[src/rtl/fft_seq_pkg.sv]
// Shared definitions for the FFT stage sequencer: state encoding, error codes
// and the width helpers used to size counters from parameters.
package fft_seq_pkg;

  typedef enum logic [2:0] {
    ST_IDLE   = 3'd0,
    ST_LAUNCH = 3'd1,
    ST_WAIT   = 3'd2,
    ST_RUN    = 3'd3,
    ST_GAP    = 3'd4,
    ST_DONE   = 3'd5
  } seq_state_e;

  typedef logic [1:0] err_code_t;

  localparam err_code_t ERR_NONE    = 2'd0;
  localparam err_code_t ERR_MISSING = 2'd1;
  localparam err_code_t ERR_LENGTH  = 2'd2;
  localparam err_code_t ERR_OP      = 2'd3;

  // Width of the idle-gap counter; GAP is limited to 0..15.
  localparam int GAP_W = 4;

  // Bits needed to hold every value 0..max_val (at least one bit).
  function automatic int bits_for(input int max_val);
    if (max_val < 2) begin
      return 1;
    end else begin
      return $clog2(max_val + 1);
    end
  endfunction

endpackage

[src/rtl/seq_gap_timer.sv]
// Loadable down-counter with a zero flag; times the idle gap between stages.
// It saturates at zero so it never wraps on its own, only by a reload.
module seq_gap_timer
  import fft_seq_pkg::*;
#(
  parameter int W = GAP_W
) (
  input  logic         clk,
  input  logic         rst,
  input  logic         load,
  input  logic [W-1:0] load_val,
  input  logic         dec,
  output logic         zero
);

  logic [W-1:0] cnt_q;
  logic [W-1:0] cnt_d;

  // Next count: a reload wins over a decrement; hold at zero.
  always_comb begin
    cnt_d = cnt_q;
    if (load) begin
      cnt_d = load_val;
    end else if (dec && (cnt_q != {W{1'b0}})) begin
      cnt_d = cnt_q - W'(1);
    end else begin
      cnt_d = cnt_q;
    end
  end

  // Count register, cleared by the asynchronous reset.
  always_ff @(posedge clk or posedge rst) begin
    if (rst) begin
      cnt_q <= {W{1'b0}};
    end else begin
      cnt_q <= cnt_d;
    end
  end

  assign zero = (cnt_q == {W{1'b0}});

endmodule

[src/rtl/fft_stage_sequencer.sv]
// FFT stage sequencer: launches each stage of a frame on the stage counter,
// checks the returned valid/op window, spaces stages by an idle gap and
// reports frame completion or the first protocol error of the frame.
module fft_stage_sequencer
  import fft_seq_pkg::*;
#(
  parameter int STAGES    = 3,
  parameter int STAGE_LEN = 4,
  parameter int GAP       = 1
) (
  input  logic                         clk,
  input  logic                         rst,
  input  logic                         frame_start,
  input  logic                         stage_vld,
  input  logic [$clog2(STAGE_LEN)-1:0] stage_op,
  output logic                         stage_start,
  output logic [$clog2(STAGES)-1:0]    stage_idx,
  output logic                         busy,
  output logic                         frame_done,
  output logic                         err,
  output logic [1:0]                   err_code
);

  localparam int IDX_W = $clog2(STAGES);
  localparam int OP_W  = $clog2(STAGE_LEN);
  localparam int CNT_W = bits_for(STAGE_LEN);
  localparam logic [GAP_W-1:0] GAP_LOAD = GAP_W'((GAP > 0) ? GAP - 1 : 0);

  seq_state_e       state_q, state_d;
  logic [IDX_W-1:0] idx_q, idx_d;
  logic [CNT_W-1:0] cnt_q, cnt_d;
  logic             err_q, err_d;
  err_code_t        err_code_q, err_code_d;

  logic             gap_load;
  logic             gap_dec;
  logic             gap_zero;
  logic             raise;
  err_code_t        raise_code;

  seq_gap_timer #(.W(GAP_W)) u_gap_timer (
    .clk      (clk),
    .rst      (rst),
    .load     (gap_load),
    .load_val (GAP_LOAD),
    .dec      (gap_dec),
    .zero     (gap_zero)
  );

  // Next-state logic: frame acceptance, window checking and error capture.
  always_comb begin
    state_d    = state_q;
    idx_d      = idx_q;
    cnt_d      = cnt_q;
    err_d      = err_q;
    err_code_d = err_code_q;
    gap_load   = 1'b0;
    gap_dec    = 1'b0;
    raise      = 1'b0;
    raise_code = ERR_NONE;

    case (state_q)
      ST_IDLE: begin
        if (frame_start) begin
          state_d    = ST_LAUNCH;
          idx_d      = {IDX_W{1'b0}};
          cnt_d      = {CNT_W{1'b0}};
          err_d      = 1'b0;
          err_code_d = ERR_NONE;
        end else begin
          state_d = ST_IDLE;
        end
      end
      ST_DONE: begin
        // A valid arriving after the last window is an overrun, even if a
        // new frame is requested in the same cycle.
        if (stage_vld) begin
          raise      = 1'b1;
          raise_code = ERR_LENGTH;
        end else if (frame_start) begin
          state_d    = ST_LAUNCH;
          idx_d      = {IDX_W{1'b0}};
          cnt_d      = {CNT_W{1'b0}};
          err_d      = 1'b0;
          err_code_d = ERR_NONE;
        end else begin
          state_d = ST_IDLE;
        end
      end
      ST_LAUNCH: begin
        if (stage_vld) begin
          raise      = 1'b1;
          raise_code = ERR_LENGTH;
        end else begin
          state_d = ST_WAIT;
        end
      end
      ST_WAIT: begin
        if (!stage_vld) begin
          raise      = 1'b1;
          raise_code = ERR_MISSING;
        end else if (stage_op != {OP_W{1'b0}}) begin
          raise      = 1'b1;
          raise_code = ERR_OP;
        end else begin
          cnt_d   = CNT_W'(1);
          state_d = ST_RUN;
        end
      end
      ST_RUN: begin
        if (!stage_vld) begin
          raise      = 1'b1;
          raise_code = ERR_LENGTH;
        end else if (CNT_W'(stage_op) != cnt_q) begin
          raise      = 1'b1;
          raise_code = ERR_OP;
        end else begin
          cnt_d = cnt_q + CNT_W'(1);
          if (cnt_q == CNT_W'(STAGE_LEN - 1)) begin
            if (idx_q == IDX_W'(STAGES - 1)) begin
              state_d = ST_DONE;
            end else if (GAP == 0) begin
              state_d = ST_LAUNCH;
              idx_d   = idx_q + IDX_W'(1);
            end else begin
              state_d  = ST_GAP;
              gap_load = 1'b1;
            end
          end else begin
            state_d = ST_RUN;
          end
        end
      end
      ST_GAP: begin
        if (stage_vld) begin
          raise      = 1'b1;
          raise_code = ERR_LENGTH;
        end else if (gap_zero) begin
          state_d = ST_LAUNCH;
          idx_d   = idx_q + IDX_W'(1);
        end else begin
          gap_dec = 1'b1;
        end
      end
      default: begin
        state_d = ST_IDLE;
      end
    endcase

    // Any error abandons the frame; the first code of a frame is kept.
    if (raise) begin
      state_d    = ST_IDLE;
      err_d      = 1'b1;
      err_code_d = err_q ? err_code_q : raise_code;
    end else begin
      err_code_d = err_code_d;
    end
  end

  // State and datapath registers, all cleared by the asynchronous reset.
  always_ff @(posedge clk or posedge rst) begin
    if (rst) begin
      state_q    <= ST_IDLE;
      idx_q      <= {IDX_W{1'b0}};
      cnt_q      <= {CNT_W{1'b0}};
      err_q      <= 1'b0;
      err_code_q <= ERR_NONE;
    end else begin
      state_q    <= state_d;
      idx_q      <= idx_d;
      cnt_q      <= cnt_d;
      err_q      <= err_d;
      err_code_q <= err_code_d;
    end
  end

  assign stage_start = (state_q == ST_LAUNCH);
  assign busy        = (state_q == ST_LAUNCH) || (state_q == ST_WAIT) ||
                       (state_q == ST_RUN)    || (state_q == ST_GAP);
  assign frame_done  = (state_q == ST_DONE);
  assign stage_idx   = idx_q;
  assign err         = err_q;
  assign err_code    = err_code_q;

endmodule

[config.mk]
export PLATFORM = sky130hd
export DESIGN_NAME = fft_stage_sequencer
export DESIGN_NICKNAME = d
export VERILOG_FILES = /design/src/rtl/fft_seq_pkg.sv /design/src/rtl/seq_gap_timer.sv /design/src/rtl/fft_stage_sequencer.sv
export SDC_FILE = /design/constraint.sdc
export NUM_CORES = 1
export LEC_CHECK = 0
export CORE_ASPECT_RATIO = 1.4
export CORE_UTILIZATION = 45
export CTS_CLUSTER_DIAMETER = 50
export DETAILED_ROUTE_END_ITERATION = 12
export GPL_TIMING_DRIVEN = 0
export PLACE_DENSITY = 0.69
export SYNTH_ARGS = -nofsm -noshare
export SYNTH_HDL_FRONTEND = slang
export SYNTH_SLANG_ARGS = --single-unit
[constraint.sdc]
create_clock -name clk -period 2.15 [get_ports clk]
set_clock_uncertainty 0.1 [all_clocks]
set_input_delay 0.43 -clock clk [delete_from_list [all_inputs] [get_ports clk]]
set_output_delay 0.43 -clock clk [all_outputs]
set_load 0.02 [all_outputs]
==> flow_metrics.tcl <==
set metrics [dict create \
    status "completed" \
    seqPwrFrac_pct 31.9 \
    comb_power_share_pct 55.1 \
    synth_area_leaders "dfrtp_1 (36%), nor2_1 (6.1%), ha_1 (6.0%)" \
    antenna_found_initial 0 \
    startpoint_type "flip-flop" \
    ant_nets 0 \
    synth_flop_cell "dfrtp_1" \
    hold_slack_ns 0.395 \
    grt_pass1_vias 955 \
    rsz0062_at_grt "true" \
    pin_count 14 \
    yosys.area.top_type_share_pct 36.1 \
    p_int_uw 729 \
    powerDensity_nw_per_um2 995 \
    final_net_count 151 \
    swShare_pct 42.3 \
    critPathKind "reg -> out" \
    overflow 0 \
    fin_area_um2 1270 \
    grt_max_degree 16 \
    yosys_warnings 0 \
    cts_tree "done" \
    dp.cells 155 \
    grt_pass1_wl_um 3910 \
    ys_top_cells_by_count "nor2_1 (17), dfrtp_1 (15), inv_1 (10)" \
    numClockSinks 15 \
    relSlewSlack_pct 61.0 \
    drt-vias-per-instance 5.66 \
    drive_gt1_share_pct 17.3 \
    place_hpwl_um 1720 \
    arrival_ns 1.52 \
    dr_total_vias 912 \
    power.switching_uw 534 \
    cts_inserted_buffers 3 \
    crit_fanout 10 \
    syn_area_um2 1040 \
    hold_path_class "in -> async" \
    die_y_um 58.8 \
    place.gp.congestion 0.844 \
    synthCells 120 \
    yosysSeqAreaShare_pct 36.1 \
    die_area_um2 2510 \
    yosys_register_bits 15 \
    syn_nets 131 \
    setup.worst_path.start "state_q[0]$_DFFE_PP0P_" \
    drv_cap 0 \
    synth_largest_area_cell "dfrtp_1" \
    clkTransAtPathRegs_ns 0.09 \
    dp_worst_setup_slack_ns -0.480 \
    hold_buffers 0 \
    synth_cell_types 39 \
    syn_area_per_cell_um2 8.65 \
    diodes 0 \
    cp-end-kind "primary output" \
    synth-edff-count 0 \
    clock_latency_ns 0.29 \
    synthArstFlopShare_pct 100 \
    drc_errors 0 \
    final-setup-viol-count 0 \
    htree_num_levels 1 \
    portBuffers 13 \
    fin_crit_sh_pct 95.6 \
    min_period_ns 2.05 \
    fin_total_pwr_uw 1260 \
    drt-initial-drc-count 16 \
    drv_slew 0 \
    vdd_drop_max_uv 675 \
    wire_per_inst_um 14.0 \
    worst_slack_ns 0.0953 \
    worstPathRequired_ns 1.62 \
    synth.most_common_cell "nor2_1" \
    placed_cell_area_um2 1200 \
    start_util_pct 47.7 \
    clockBufferDepth 2 \
    tightest_slew_ns 0.584 \
    rows 20 \
    die_x_um 42.6 \
    area_growth_pct 22.3 \
    core_um2 2180 \
    firstDrtPassIters 4 \
    p_leak_uw 0.000554 \
    grt_use_total_pct 20.6 \
    r2r-start "u_gap_timer.cnt_q[0]$_DFFE_PP0P_" \
    routed_wl_um 2260 \
    p_clk_share_pct 12.9 \
    stdcell_count 161 \
    hold_viol 0 \
    fmax_mhz 487 \
    cts_root_buffer "clkbuf_4" \
]
[sequential cells by signal, indices dropped and copies added (netlist names)]
name,count
stage_idx,2
err,1
u_gap_timer.cnt_q,4
state_q,3
cnt_q,3
err_code,2
[critical path, cell delays in order, from the launching register on]
cell and delay [ns]:
dfrtp_1 0.40, clkbuf_4 0.19, clkbuf_4 0.19, nor2_1 0.14, xnor2_1 0.13, clkbuf_2 0.19
[cell type report]
class / instances / area, µm²
plain buffers: 8 / 50.0
clock buffers: 4 / 26.3
fillers: 210 / 907
inverters: 10 / 37.5
multi-input cells: 87 / 619
flip-flops and latches: 15 / 375
well taps: 22 / 27.5
repair buffers: 15 / 134
[path summary, 6_finish.rpt]
kind | end | slack (ns) | depth (start not counted)
max in group asynchronous | cnt_q[1]$_DFFE_PP0P_ | 1.18 | 2
min | state_q[0]$_DFFE_PP0P_ | 0.40 | 2
max reg2reg | u_gap_timer.cnt_q[3]$_DFFE_PP0P_ | 0.12 | 8
max | busy | 0.1 | 5
min reg2reg | stage_idx[0]$_DFFE_PP0P_ | 0.41 | 1
min in group clk | stage_idx[0]$_DFFE_PP0P_ | 0.41 | 1
[placed cells by master (no fill, tap or decap), types with 2 or more instances in the layout]
master	synthesis	final
nand2_1	9	9
nor3_1	6	5
nand3_1	3	3
buf_4	0	2
dfrtp_1	15	15
clkbuf_4	0	5
mux2i_1	2	2
a21oi_1	5	5
clkbuf_2	0	2
xor2_1	2	2
nor2b_1	2	2
o21ai_0	5	5
clkdlybuf4s50_1	0	10
a21o_1	2	2
or4_1	2	2
mux2_2	3	3
ha_1	5	5
inv_1	10	10
buf_2	2	4
clkbuf_1	3	2
nor2_1	17	17
xnor2_1	4	4
[power groups by stage]
stage               clock [µW]  sequential (µW)  combinational [µW]
detailed placement           0              411                 666
CTS                        170              407                 669
global route               177              412                 764
finish                     164              403                 696
global placement             0              409                 657
floorplan                    0              429                 447
[timing repair]
item,4_1_cts,5_1_grt
setup endpoints to repair,10,10
endpoints found under the hold margin,0,0
pin swaps,0,0
buffers inserted,0,2
gates cloned,0,0
resized for setup,11,11
[through the flow]
stage	TNS, ns	util [%]
final	0	58.3
after global routing	-0.00249	58.3
after CTS	-0.0583	56.6
after detailed placement	-5.02	54.9
after global placement	-4.34	54.9
after floorplan	0	-
[routing by layer]
metal,vias to the layer above,track usage [%],share of wire [%]
met1,437,20.2,40
li1,452,-,-
met4,0,11.6,2.5
met5,-,0,0
met3,7,1.84,2.6
met2,16,41.1,55
[kinds of logic (layout without fill, tap and decap cells)]
| group | count (synthesis) | in the layout | share of synthesized area (%) |
|---|---|---|---|
| AND/OR/NAND/NOR | 48 | 48 | 24.3 |
| AO/OA/AOI/OAI | 23 | 23 | 15.8 |
| buffers and inverters | 18 | 37 | 7.47 |
| flip-flops | 15 | 15 | 36.1 |
| XOR/XNOR | 6 | 6 | 5.06 |
| adder cells (fa/ha/maj) | 5 | 5 | 6.02 |
| multiplexers | 5 | 5 | 5.18 |
Power figures use the tool's default switching activity.
